`src/rtl/hazard_forward_unit_pkg.sv`:
```
// Shared types for the hazard/forwarding unit.
//   fwd_sel_t   : EX operand mux select codes.
//   mdu_state_e : MDU scoreboard FSM states.
//   REG_ADDR_W_DEFAULT : default register index width.
package hazard_forward_unit_pkg;

  localparam int unsigned REG_ADDR_W_DEFAULT = 5;

  typedef enum logic [1:0] {
    FWD_RF    = 2'b00,
    FWD_EXMEM = 2'b01,
    FWD_MEMWB = 2'b10,
    FWD_MDU   = 2'b11
  } fwd_sel_t;

  typedef enum logic [1:0] {
    StIdle,
    StBusy,
    StDone,
    StWb
  } mdu_state_e;

endpackage

```
`src/rtl/hazard_forward_unit_fwd_select.sv`:
```
// Per-operand forwarding priority selector (purely combinational).
// Ports:
//   rs_i                 : source register of the operand in EX.
//   rd_ex_mem_i, ex_mem_regwrite_i : EX/MEM destination and write enable.
//   rd_mem_wb_i, mem_wb_regwrite_i : MEM/WB destination and write enable.
//   mdu_valid_i, mdu_rd_i : MDU result valid this cycle and its destination.
//   fwd_o                : selected source, EX/MEM > MEM/WB > MDU > regfile.
module hazard_forward_unit_fwd_select
  import hazard_forward_unit_pkg::*;
#(
  parameter int unsigned REG_ADDR_W = REG_ADDR_W_DEFAULT
) (
  input  logic [REG_ADDR_W-1:0] rs_i,
  input  logic [REG_ADDR_W-1:0] rd_ex_mem_i,
  input  logic                  ex_mem_regwrite_i,
  input  logic [REG_ADDR_W-1:0] rd_mem_wb_i,
  input  logic                  mem_wb_regwrite_i,
  input  logic                  mdu_valid_i,
  input  logic [REG_ADDR_W-1:0] mdu_rd_i,
  output fwd_sel_t              fwd_o
);

  always_comb begin
    fwd_o = FWD_RF;
    if (ex_mem_regwrite_i && (rd_ex_mem_i != '0) && (rd_ex_mem_i == rs_i)) begin
      fwd_o = FWD_EXMEM;
    end else if (mem_wb_regwrite_i && (rd_mem_wb_i != '0) && (rd_mem_wb_i == rs_i)) begin
      fwd_o = FWD_MEMWB;
    end else if (mdu_valid_i && (mdu_rd_i == rs_i)) begin
      // mdu_rd is never x0 while a result is valid, so no zero check needed.
      fwd_o = FWD_MDU;
    end
  end

endmodule

```
`src/rtl/hazard_forward_unit.sv`:
```
// EX-stage forwarding, load-use stall/bubble generation and a scoreboard for one
// multi-cycle mul/div unit (MDU).
// Build option: define MDU_FWD_EN to forward the MDU result (code 11) in the DONE
// cycle; otherwise dependent instructions stall through DONE plus a WB cycle.
// Ports:
//   clk_i, rst_i           : clock, asynchronous active-high reset.
//   rs1_id_i, rs2_id_i, mdu_op_id_i : instruction in ID.
//   rs1_id_ex_i, rs2_id_ex_i, rd_id_ex_i, id_ex_memread_i, id_ex_regwrite_i : ID/EX.
//   mdu_issue_i            : MDU op in EX starts now, destination rd_id_ex_i.
//   rd_ex_mem_i, ex_mem_regwrite_i, rd_mem_wb_i, mem_wb_regwrite_i : later stages.
//   fwd_a_o, fwd_b_o       : EX operand selects.
//   stall_o, flush_id_ex_o : hold PC/IF-ID, bubble ID/EX.
//   mdu_busy_o, mdu_done_o, mdu_rd_o : MDU scoreboard status.
module hazard_forward_unit
  import hazard_forward_unit_pkg::*;
#(
  parameter int unsigned REG_ADDR_W = REG_ADDR_W_DEFAULT,
  parameter int unsigned MDU_LAT    = 8
) (
  input  logic                  clk_i,
  input  logic                  rst_i,
  input  logic [REG_ADDR_W-1:0] rs1_id_i,
  input  logic [REG_ADDR_W-1:0] rs2_id_i,
  input  logic                  mdu_op_id_i,
  input  logic [REG_ADDR_W-1:0] rs1_id_ex_i,
  input  logic [REG_ADDR_W-1:0] rs2_id_ex_i,
  input  logic [REG_ADDR_W-1:0] rd_id_ex_i,
  input  logic                  id_ex_memread_i,
  input  logic                  id_ex_regwrite_i,
  input  logic                  mdu_issue_i,
  input  logic [REG_ADDR_W-1:0] rd_ex_mem_i,
  input  logic                  ex_mem_regwrite_i,
  input  logic [REG_ADDR_W-1:0] rd_mem_wb_i,
  input  logic                  mem_wb_regwrite_i,
  output logic [1:0]            fwd_a_o,
  output logic [1:0]            fwd_b_o,
  output logic                  stall_o,
  output logic                  flush_id_ex_o,
  output logic                  mdu_busy_o,
  output logic                  mdu_done_o,
  output logic [REG_ADDR_W-1:0] mdu_rd_o
);

  localparam int unsigned CNT_W = $clog2(MDU_LAT);

  mdu_state_e            state_q, state_d;
  logic [CNT_W-1:0]      cnt_q, cnt_d;
  logic [REG_ADDR_W-1:0] mdu_rd_q, mdu_rd_d;

  fwd_sel_t fwd_a, fwd_b;
  logic     mdu_fwd_valid;
  logic     load_use, mdu_dep, mdu_hazard;

  // Load-use only needs memread; regwrite is kept on the interface for integrators.
  logic unused_id_ex_regwrite;
  assign unused_id_ex_regwrite = id_ex_regwrite_i;

  always_ff @(posedge clk_i or posedge rst_i) begin
    if (rst_i) begin
      state_q  <= StIdle;
      cnt_q    <= '0;
      mdu_rd_q <= '0;
    end else begin
      state_q  <= state_d;
      cnt_q    <= cnt_d;
      mdu_rd_q <= mdu_rd_d;
    end
  end

  // Issues arriving outside IDLE are ignored.
  always_comb begin
    state_d  = state_q;
    cnt_d    = cnt_q;
    mdu_rd_d = mdu_rd_q;
    unique case (state_q)
      StIdle: begin
        if (mdu_issue_i && (rd_id_ex_i != '0)) begin
          state_d  = StBusy;
          cnt_d    = CNT_W'(MDU_LAT - 1);
          mdu_rd_d = rd_id_ex_i;
        end
      end
      StBusy: begin
        cnt_d = cnt_q - CNT_W'(1);
        if (cnt_q == CNT_W'(1)) begin
          state_d = StDone;
        end
      end
`ifdef MDU_FWD_EN
      StDone:  state_d = StIdle;
`else
      StDone:  state_d = StWb;
`endif
      StWb:    state_d = StIdle;
      default: state_d = StIdle;
    endcase
  end

`ifdef MDU_FWD_EN
  assign mdu_fwd_valid = (state_q == StDone);
`else
  assign mdu_fwd_valid = 1'b0;
`endif

  hazard_forward_unit_fwd_select #(
    .REG_ADDR_W(REG_ADDR_W)
  ) u_fwd_a (
    .rs_i              (rs1_id_ex_i),
    .rd_ex_mem_i       (rd_ex_mem_i),
    .ex_mem_regwrite_i (ex_mem_regwrite_i),
    .rd_mem_wb_i       (rd_mem_wb_i),
    .mem_wb_regwrite_i (mem_wb_regwrite_i),
    .mdu_valid_i       (mdu_fwd_valid),
    .mdu_rd_i          (mdu_rd_q),
    .fwd_o             (fwd_a)
  );

  hazard_forward_unit_fwd_select #(
    .REG_ADDR_W(REG_ADDR_W)
  ) u_fwd_b (
    .rs_i              (rs2_id_ex_i),
    .rd_ex_mem_i       (rd_ex_mem_i),
    .ex_mem_regwrite_i (ex_mem_regwrite_i),
    .rd_mem_wb_i       (rd_mem_wb_i),
    .mem_wb_regwrite_i (mem_wb_regwrite_i),
    .mdu_valid_i       (mdu_fwd_valid),
    .mdu_rd_i          (mdu_rd_q),
    .fwd_o             (fwd_b)
  );

  assign load_use = id_ex_memread_i && (rd_id_ex_i != '0) &&
                    ((rd_id_ex_i == rs1_id_i) || (rd_id_ex_i == rs2_id_i));

  assign mdu_dep = (rs1_id_i == mdu_rd_q) || (rs2_id_i == mdu_rd_q);

  // Structural hazard holds only in BUSY; the data hazard is released in DONE when
  // the result can be forwarded, otherwise held until the regfile write lands.
  always_comb begin
    mdu_hazard = 1'b0;
    unique case (state_q)
      StBusy:  mdu_hazard = mdu_dep || mdu_op_id_i;
`ifndef MDU_FWD_EN
      StDone,
      StWb:    mdu_hazard = mdu_dep;
`endif
      default: mdu_hazard = 1'b0;
    endcase
  end

  // Combinational outputs are forced idle while reset is asserted.
  assign fwd_a_o       = rst_i ? FWD_RF : fwd_a;
  assign fwd_b_o       = rst_i ? FWD_RF : fwd_b;
  assign stall_o       = !rst_i && (load_use || mdu_hazard);
  assign flush_id_ex_o = stall_o;

  assign mdu_busy_o = (state_q != StIdle);
  assign mdu_done_o = (state_q == StDone);
  assign mdu_rd_o   = mdu_rd_q;

endmodule

```
`config.mk`:
```
export PLATFORM = sky130hd
export DESIGN_NAME = hazard_forward_unit
export DESIGN_NICKNAME = d
export VERILOG_FILES = /design/src/rtl/hazard_forward_unit_pkg.sv /design/src/rtl/hazard_forward_unit_fwd_select.sv /design/src/rtl/hazard_forward_unit.sv
export SDC_FILE = /design/constraint.sdc
export NUM_CORES = 1
export LEC_CHECK = 0
export ABC_AREA = 0
export BUFFER_PORTS_ARGS = -buffer_cell sky130_fd_sc_hd__buf_2
export CORE_MARGIN = 3
export CORE_UTILIZATION = 45
export DETAILED_ROUTE_END_ITERATION = 8
export HOLD_SLACK_MARGIN = 0.1
export PLACE_DENSITY = 0.75
export SLEW_MARGIN = 20
export SYNTH_ARGS = -nofsm -noshare
export SYNTH_HDL_FRONTEND = slang
export SYNTH_SLANG_ARGS = --single-unit
```
`constraint.sdc`:
```
create_clock -name clk_i -period 2.3 [get_ports clk_i]
set_input_delay 0.115 -clock clk_i [delete_from_list [all_inputs] [get_ports clk_i]]
set_output_delay 0.115 -clock clk_i [all_outputs]
set_load 0.01 [all_outputs]
```
---- Word level (Yosys, flattened, before mapping) ----
Cells that the tools add are included.
word-level totals
  flip-flop bits (word level) ............. 10
operators by class
  add/sub/neg operators ................... 1
  equal/unequal tests ..................... 14
  muxes and demuxes ....................... 12
  reduce and logical (&&, ||, !) cells .... 25
operators by type and width
  cell                 count
  $eq 5x5->1           8
  $mux 2               8
  $reduce_bool 5->1    3
  $logic_and 1x1->1    10
  $pmux 2 s4           1
  $pmux 3 s2           1
  $reduce_and 2->1     3
  $eq 2x2->1 const B   2
  $logic_or 1x1->1     4
  $ne 2x2->1 const B   2
  $reduce_bool 2->1    2
  $eq 3x1->1 const B   1
  $mux 3               1
  $sub 3x1->3 const B  1
  $eq 2x1->1 const B   1
  $logic_not 2->1      1
  $pmux 1 s2           1
  $reduce_or 2->1      1
  $logic_not 1->1      1

---- Depth between registers and ports, before layout ----
Gate-level depths: netlist of run 1.
  depth after elaboration ................. 6
  gate-level depth with buffers ........... 8
  gate-level depth less buffers ........... 6

---- Cells and area by module ----
From an unflattened synthesis of run 1, not the netlist that was laid out.
second synthesis, totals
  cell total of the unflattened synthesis .. 144
  area, all modules ....................... 1280.0 um^2
by module, submodules not included
  module                          times used  cells an instance  area an instance (um^2)  sequential area each (um^2)
  hazard_forward_unit             1           84                 844.6                    250.2
  hazard_forward_unit_fwd_select  2           30                 217.7                    0.0

---- Least setup slack after synthesis of run 1 ----
No wires, ideal clock.
  kind .................................... reg-to-output
  from .................................... register state_q[0]
  to ...................................... output port stall_o
  arrival ................................. 1.711 ns
  required time ........................... 2.185 ns
  setup slack ............................. 0.474 ns
  stages on the path, launching flop included .. 9
  cell sequence ........................... dfrtp_1 > inv_1 > ha_1 > clkbuf_1 > inv_1 > and4_1 > a41oi_1 > o211ai_1 > buf_4
on the way
  word-level cells in the longest chain between the ends .. 5
  elaborated cells between the ends (all ways) .. 7
  those cells by class .................... 3 x eq/ne; 1 x mux; 3 x reduce/logical
ends and longest elaborated chain
  element                 RTL line                    text
  start, declared         hazard_forward_unit.sv:46   mdu_state_e state_q, state_d;
  start signal, assigned  hazard_forward_unit.sv:60   state_q <= StIdle;
  start signal, assigned  hazard_forward_unit.sv:64   state_q <= state_d;
  $eq 2x2->1              hazard_forward_unit.sv:140  unique case (state_q)
  $reduce_or 2->1         hazard_forward_unit.sv:140
  $pmux 1 s2 (*)          hazard_forward_unit.sv:140
  $logic_or 1x1->1 (*)    hazard_forward_unit.sv:153  assign stall_o = !rst_i && (load_use || mdu_hazard);
  $logic_and 1x1->1 (*)   hazard_forward_unit.sv:153
  end, declared           hazard_forward_unit.sv:37   output logic stall_o,
Mark *: on every way between the ends. The rest lies on a longest branch, timed or not.

---- Final worst setup path of run 1 ----
Same ends and word-level chain as after synthesis.

==> metrics.txt, run 1 <==
status=complete, no violations; die area=0.00306 mm^2; CTS Buf Count=3; CP Buf/Inv Count=3; WP data required=2.18 ns; die height=55.3 um; max incr delay on CP=0.42 ns; Max Freq=0.492 GHz; Critical Path End Type=output port; Longest Clk Path Bufs=2; Gate Count Post-Synth=120; H-tree depth=1; Yosys reg bits=10; vias in the first global route=1081; Post-CTS Resized=0; Detailed Route WL=2.80 mm; endpoints failing setup=0; Peak VDD IR=0.000499 V; largest net degree at the start of global routing=13; worst r2r src=state_q[0]; antenna cells=0; Core Area=0.00225 mm^2; HPWL Detailed=2.42 mm; initial core utilization=0.485; Clock Sinks=10; Cell Pwr Density=832 mW/mm^2; post-synth net total=169; Worst Hold Class=input port to register; crit path DAT=1.92 ns; global placement routability congestion=0.921; clock slew at the register clock pins of the worst setup and hold paths=0.07 ns; Pleak=0.685 nW; Die W=55.3 um; area of the mapped netlist=0.00109 mm^2; Tightest Pin Transition=0.345 ns; via count=1092; number of I/O pins=56; critical path class=register to output port; gr usage total=0.186; cell breakdown of the critical path=inv_1 -> ha_1 -> inv_1 -> and4_1 -> a41oi_1 -> o211ai_1 -> buf_2; Avg Inst Size Synth=9.11 um^2; Final Max Slew Viols=0; Max Cap Violations=0; DR DRC count=0; Synthesis Warnings=0; register area share after synthesis=0.229; crit path launch=state_q[0]; CP Max Fanout=10; CP max stage cell=dfrtp_1; final hold slack=0.137 ns; Worst Setup Start Kind=register; row count=17; CP dominant cell by count=inv_1; Post-Layout Cell Count=205; Slew HR=0.770; Buffers on Ports=54; min-delay src=rd_id_ex_i[2]; Final Critical Period=2.03 ns; ratio of cells with drive above 1 in the final layout=0.350; antenna-violating nets left=0; final net count=227; Final period util=0.884; Area growth, synth to finish=31.1%; final hold vios=0; RSZ-0062 raised after global routing=no; dpl cells=200; clock root buffer=clkbuf_4; Post-Route Skew=0.00498 ns; initial antenna violation count=0; DR WL/cell=13.7 um; post-synthesis cell type count=28; cell family with most CP delay=flip-flops; first-pass GRT wire length=4.57 mm; initial DRC count=23; TNS Setup=0 ns; clock latency on the worst-skew pair=0.27 ns; CTS tree=built; 1st-pass router iterations=4; global route overflow=0; vias per cell=5.33
-- final timing paths --
kind	end	slack (ns)	cells past startpoint
hold / removal	mdu_rd_o[2]	0.14	2
min in group asynchronous	cnt_q[0]	0.42	4
max in group asynchronous	mdu_rd_o[3]	1.73	4
setup reg to reg	mdu_rd_o[1]	0.51	5
hold reg to reg	cnt_q[2]	0.57	1
setup / recovery	stall_o	0.27	7
-- timing repair --
action / 4_1_cts / 5_1_grt
setup buffers: 0 / 0
endpoints found under the setup margin: 0 / 0
hold endpoints to repair: 10 / 0
hold buffers: 1 / 0
-- state kept, by name, summed over array words and instances (netlist names) --
name,flops
mdu_rd_o,5
cnt_q,3
state_q,2
-- cell type report --
cell class	count	area [um^2]
multi-input cells	99	795
flip-flops and latches	10	250
repair buffers	56	288
fillers	200	821
clock buffers	4	36.3
inverters	8	30.0
well taps	28	35.0
-- per-stage QoR --
stage | total power [mW] | utilization | instance area [um^2] | setup slack [ns]
floorplan | 0.812 | - | 1090 | 0.474
global placement | 0.993 | 0.615 | 1390 | 0.547
detailed placement | 1.03 | 0.615 | 1390 | 0.531
CTS | 1.20 | 0.636 | 1430 | 0.255
global route | 1.30 | 0.636 | 1430 | 0.0848
finish | 1.19 | 0.636 | 1430 | 0.267
-- synth_stat cells --
master    count  area (um^2)
nor4_1        3         18.8
nand4_1       1         6.26
dfrtp_1      10          250
a22oi_1       3         22.5
a41oi_1       1         8.76
or2_1         1         6.26
o32a_1        1         10.0
mux2_1        6         67.6
inv_1         8         30.0
xor2_1       24          210
a211oi_1      1         7.51
o211ai_1      3         22.5
nor3_1       10         50.1
nand2_1       3         11.3
a21oi_1       5         25.0
buf_4         2         15.0
or4_1         3         22.5
o21ai_1       1         5.00
ha_1          6         75.1
a311o_1       1         10.0
xnor2_1      16          140
mux2_2        1         11.3
nand3_1       4         20.0
or4_4         1         11.3
and4_1        1         8.76
nor2_1        2         7.51
o21ai_4       1         16.3
clkbuf_1      1         3.75
-- power breakdown --
part	internal [mW]	switching, mW
clock network	0.0962	0.0644
registers	0.265	0.0934
logic	0.321	0.353
total	0.682	0.510
-- logic make-up after synthesis --
kind of cell               Yosys count  synth area share
muxes                                7            0.0721
buffers and inverters               11            0.0446
DFF                                 10             0.229
AOI/OAI and AO/OA                   17             0.117
xor gates and xnor gates            40             0.320
and+or+nand+nor                     29             0.149
adders and majority gates            6            0.0686
-- cell usage in the layout, fill, tap and decap left out, types with 2 or more instances in the layout --
cell,instances
nor3_1,10
dfrtp_1,10
nor4_1,3
o211ai_1,3
buf_2,54
nand2_1,3
or4_1,3
nor2_1,2
xnor2_1,16
ha_1,6
a21oi_1,5
mux2_1,6
a22oi_1,3
nand3_1,4
inv_1,8
clkbuf_4,3
xor2_1,24
-- layer usage --
metal | wire [um] | up-vias | track usage | share of wire
met5 | 0 | - | 0 | 0
met4 | 38 | 0 | 0.0972 | 0.014
met3 | 232 | 6 | 0.0397 | 0.083
met2 | 1440 | 47 | 0.336 | 0.51
met1 | 1090 | 501 | 0.201 | 0.39
li1 | - | 538 | - | -
(Power assumes the default switching activity.)
==> run 2: changes to the inputs <==
CORE_UTILIZATION = 48   (was 45)
PLACE_DENSITY = 0.77   (was 0.75)
SYNTH_HIERARCHICAL = 1   (was not set)
==> run 2 against run 1 <==
Core utilization is 1.6 points higher. Combinational power is 20% higher. Synthesized cell count is 20% higher. Wire length is 14% higher. Largest cell class unchanged.
==> metrics.txt, run 2 <==
Final Core Density=0.652 (was 0.636); Finished Cell Area=0.00163 mm^2 (was 0.00143 mm^2); Die W=57.6 um (was 55.3 um); RSZ-0062 raised after global routing=no (unchanged); Post-Layout Cell Count=233 (was 205); commonest non-fill, non-tap cell in the layout=buf_2 (unchanged); Area growth, synth to finish=27.4% (was 31.1%); first-pass GRT wire length=5.17 mm (was 4.57 mm); row count=18 (was 17); Buffers on Ports=54 (unchanged); Yosys reg bits=10 (unchanged); Cell Pwr Density=836 mW/mm^2 (was 832 mW/mm^2); Post-Route Skew=0.00818 ns (was 0.00498 ns); gr usage total=0.195 (was 0.186); antenna cells=0 (unchanged); Pleak=0.779 nW (was 0.685 nW); global placement routability congestion=0.924 (was 0.921); Clock Sinks=10 (unchanged); EDFF count, synth=0 (unchanged); critical path class=register to output port (unchanged); Final Critical Period=2.07 ns (was 2.03 ns); top cells by count, synth=xor2_1 (36), nor3_1 (11), dfrtp_1 (10), xnor2_1 (10), inv_1 (8) (was xor2_1 (24), xnor2_1 (16), dfrtp_1 (10), nor3_1 (10), inv_1 (8)); area fraction of the dominant cell type after synthesis=0.246 (was 0.229); CP Max Fanout=7 (was 10); Peak VDD IR=0.000860 V (was 0.000499 V); initial core utilization=0.512 (was 0.485); endpoints failing setup=0 (unchanged); fill count=204 (was 200); area leader, netlist=xor2_1 (was dfrtp_1); CTS Buf Count=3 (unchanged); worst reg2reg setup slack=0.70 ns (was 0.51 ns); Max Cap Violations=0 (unchanged); Gate Count Post-Synth=144 (was 120); global route overflow=0 (unchanged); DR DRC count=0 (unchanged); top_reg_cell synth=dfrtp_1 (unchanged); WP data required=2.18 ns (about the same); dpl cells=228 (was 200); Max Freq=0.483 GHz (was 0.492 GHz); post-synthesis cell type count=35 (was 28); antenna-violating nets left=0 (unchanged); Synthesis Warnings=6 (was 0); Largest register FFs=5 (unchanged); Critical Path End Type=output port (unchanged); vias in the first global route=1193 (was 1081); via count=1266 (was 1092); initial antenna violation count=0 (unchanged); Final period util=0.900 (was 0.884); die height=57.6 um (was 55.3 um); Worst Setup Start Kind=register (unchanged); Avg Inst Size Synth=8.89 um^2 (was 9.11 um^2); initial DRC count=47 (was 23); status=complete, no violations (unchanged); most frequent cells in the layout=buf_2 (54), xor2_1 (36), nor3_1 (11), xnor2_1 (10), dfrtp_1 (10) (was buf_2 (54), xor2_1 (24), xnor2_1 (16), nor3_1 (10), dfrtp_1 (10)); final hold vios=0 (unchanged); number of I/O pins=56 (unchanged); clock root buffer=clkbuf_4 (unchanged); final net count=253 (was 227); vias per cell=5.43 (was 5.33); cts hold-fix bufs=1 (unchanged); top cells by area, synth=xor2_1 (25%), dfrtp_1 (20%), xnor2_1 (6.8%) (was dfrtp_1 (23%), xor2_1 (19%), xnor2_1 (13%)); clock latency on the worst-skew pair=0.26 ns (was 0.27 ns); crit path DAT=1.96 ns (was 1.92 ns); ys async rst share=1.00 (unchanged); final hold slack=0.157 ns (was 0.137 ns); HPWL Detailed=2.74 mm (was 2.42 mm); Post-CTS Resized=0 (unchanged); area of the mapped netlist=0.00128 mm^2 (was 0.00109 mm^2); most common cell in the netlist=xor2_1 (unchanged); CTS tree=built (unchanged); H-tree depth=1 (unchanged); Longest Clk Path Bufs=2 (unchanged); Detailed Route WL=3.19 mm (was 2.80 mm); ratio of cells with drive above 1 in the final layout=0.365 (was 0.350); clock slew at the register clock pins of the worst setup and hold paths=0.07 ns (about the same); Placement Cell Area=0.00158 mm^2 (was 0.00139 mm^2); register area share after synthesis=0.196 (was 0.229); Final Max Slew Viols=0 (unchanged); largest net degree at the start of global routing=13 (unchanged); Worst Hold Class=input port to register (unchanged); TNS Setup=0 ns (unchanged); DR WL/cell=13.7 um (about the same); die area=0.00332 mm^2 (was 0.00306 mm^2); Core Area=0.00250 mm^2 (was 0.00225 mm^2); setup bufs post-CTS=0 (unchanged); 1st-pass router iterations=4 (unchanged)
## run 2: final timing paths
kind | startpoint | to | depth (start not counted)
worst max register to register | state_q[0] | cnt_q[2] | 5
worst max-delay path | state_q[0] | flush_id_ex_o | 7
worst min-delay path | rd_id_ex_i[3] | mdu_rd_o[3] | 2
worst min register to register | cnt_q[1] | cnt_q[1] | 2
min in group asynchronous | rst_i | mdu_rd_o[3] | 3
max in group asynchronous | rst_i | cnt_q[0] | 3
## run 2: final cells by class
type | count | area (um^2) | area share
inverters | 8 | 30.0 | 0.0184
repair buffers | 55 | 280 | 0.172
flip-flops and latches | 10 | 250 | 0.153
well taps | 30 | 37.5 | 0.0230
clock buffers | 4 | 36.3 | 0.0223
multi-input cells | 126 | 996 | 0.611
## run 2: cell families after synthesis
| family | after synthesis | share of synthesized area |
|---|---|---|
| other | 1 | 0.00293 |
| AOI/OAI and AO/OA | 22 | 0.131 |
| DFF | 10 | 0.196 |
| buffers and inverters | 9 | 0.0293 |
| xor gates and xnor gates | 46 | 0.315 |
| muxes | 7 | 0.0635 |
| adders and majority gates | 6 | 0.0586 |
| and+or+nand+nor | 43 | 0.204 |
## run 2: metrics by stage
stage	power, mW	setup WS [ns]
3_5_place_dp	1.22	0.537
4_1_cts	1.38	0.244
3_3_place_gp	1.17	0.610
2_1_floorplan	0.961	0.565
6_report	1.36	0.229
5_1_grt	1.49	0.129
## run 2: routing by layer
metal  up-vias  wire [um]  GRT usage
li1        626          -          -
met1       597       1360      0.245
met2        37       1610      0.342
met3         6        190     0.0445
met4         0         29     0.0397
met5         -          0          0
## run 2: worst max-delay path, stage by stage, from the launching register on
cell	delay, ns
dfrtp_1	0.41
inv_1	0.11
ha_1	0.36
inv_1	0.13
and4_1	0.22
a41oi_1	0.18
o211ai_1	0.13
buf_2	0.16
## run 2: power by group
part	leakage (nW)	internal (mW)	switching, mW
Sequential	0.114	0.265	0.135
Combinational	0.643	0.401	0.408
Clock	0.0210	0.0960	0.0572
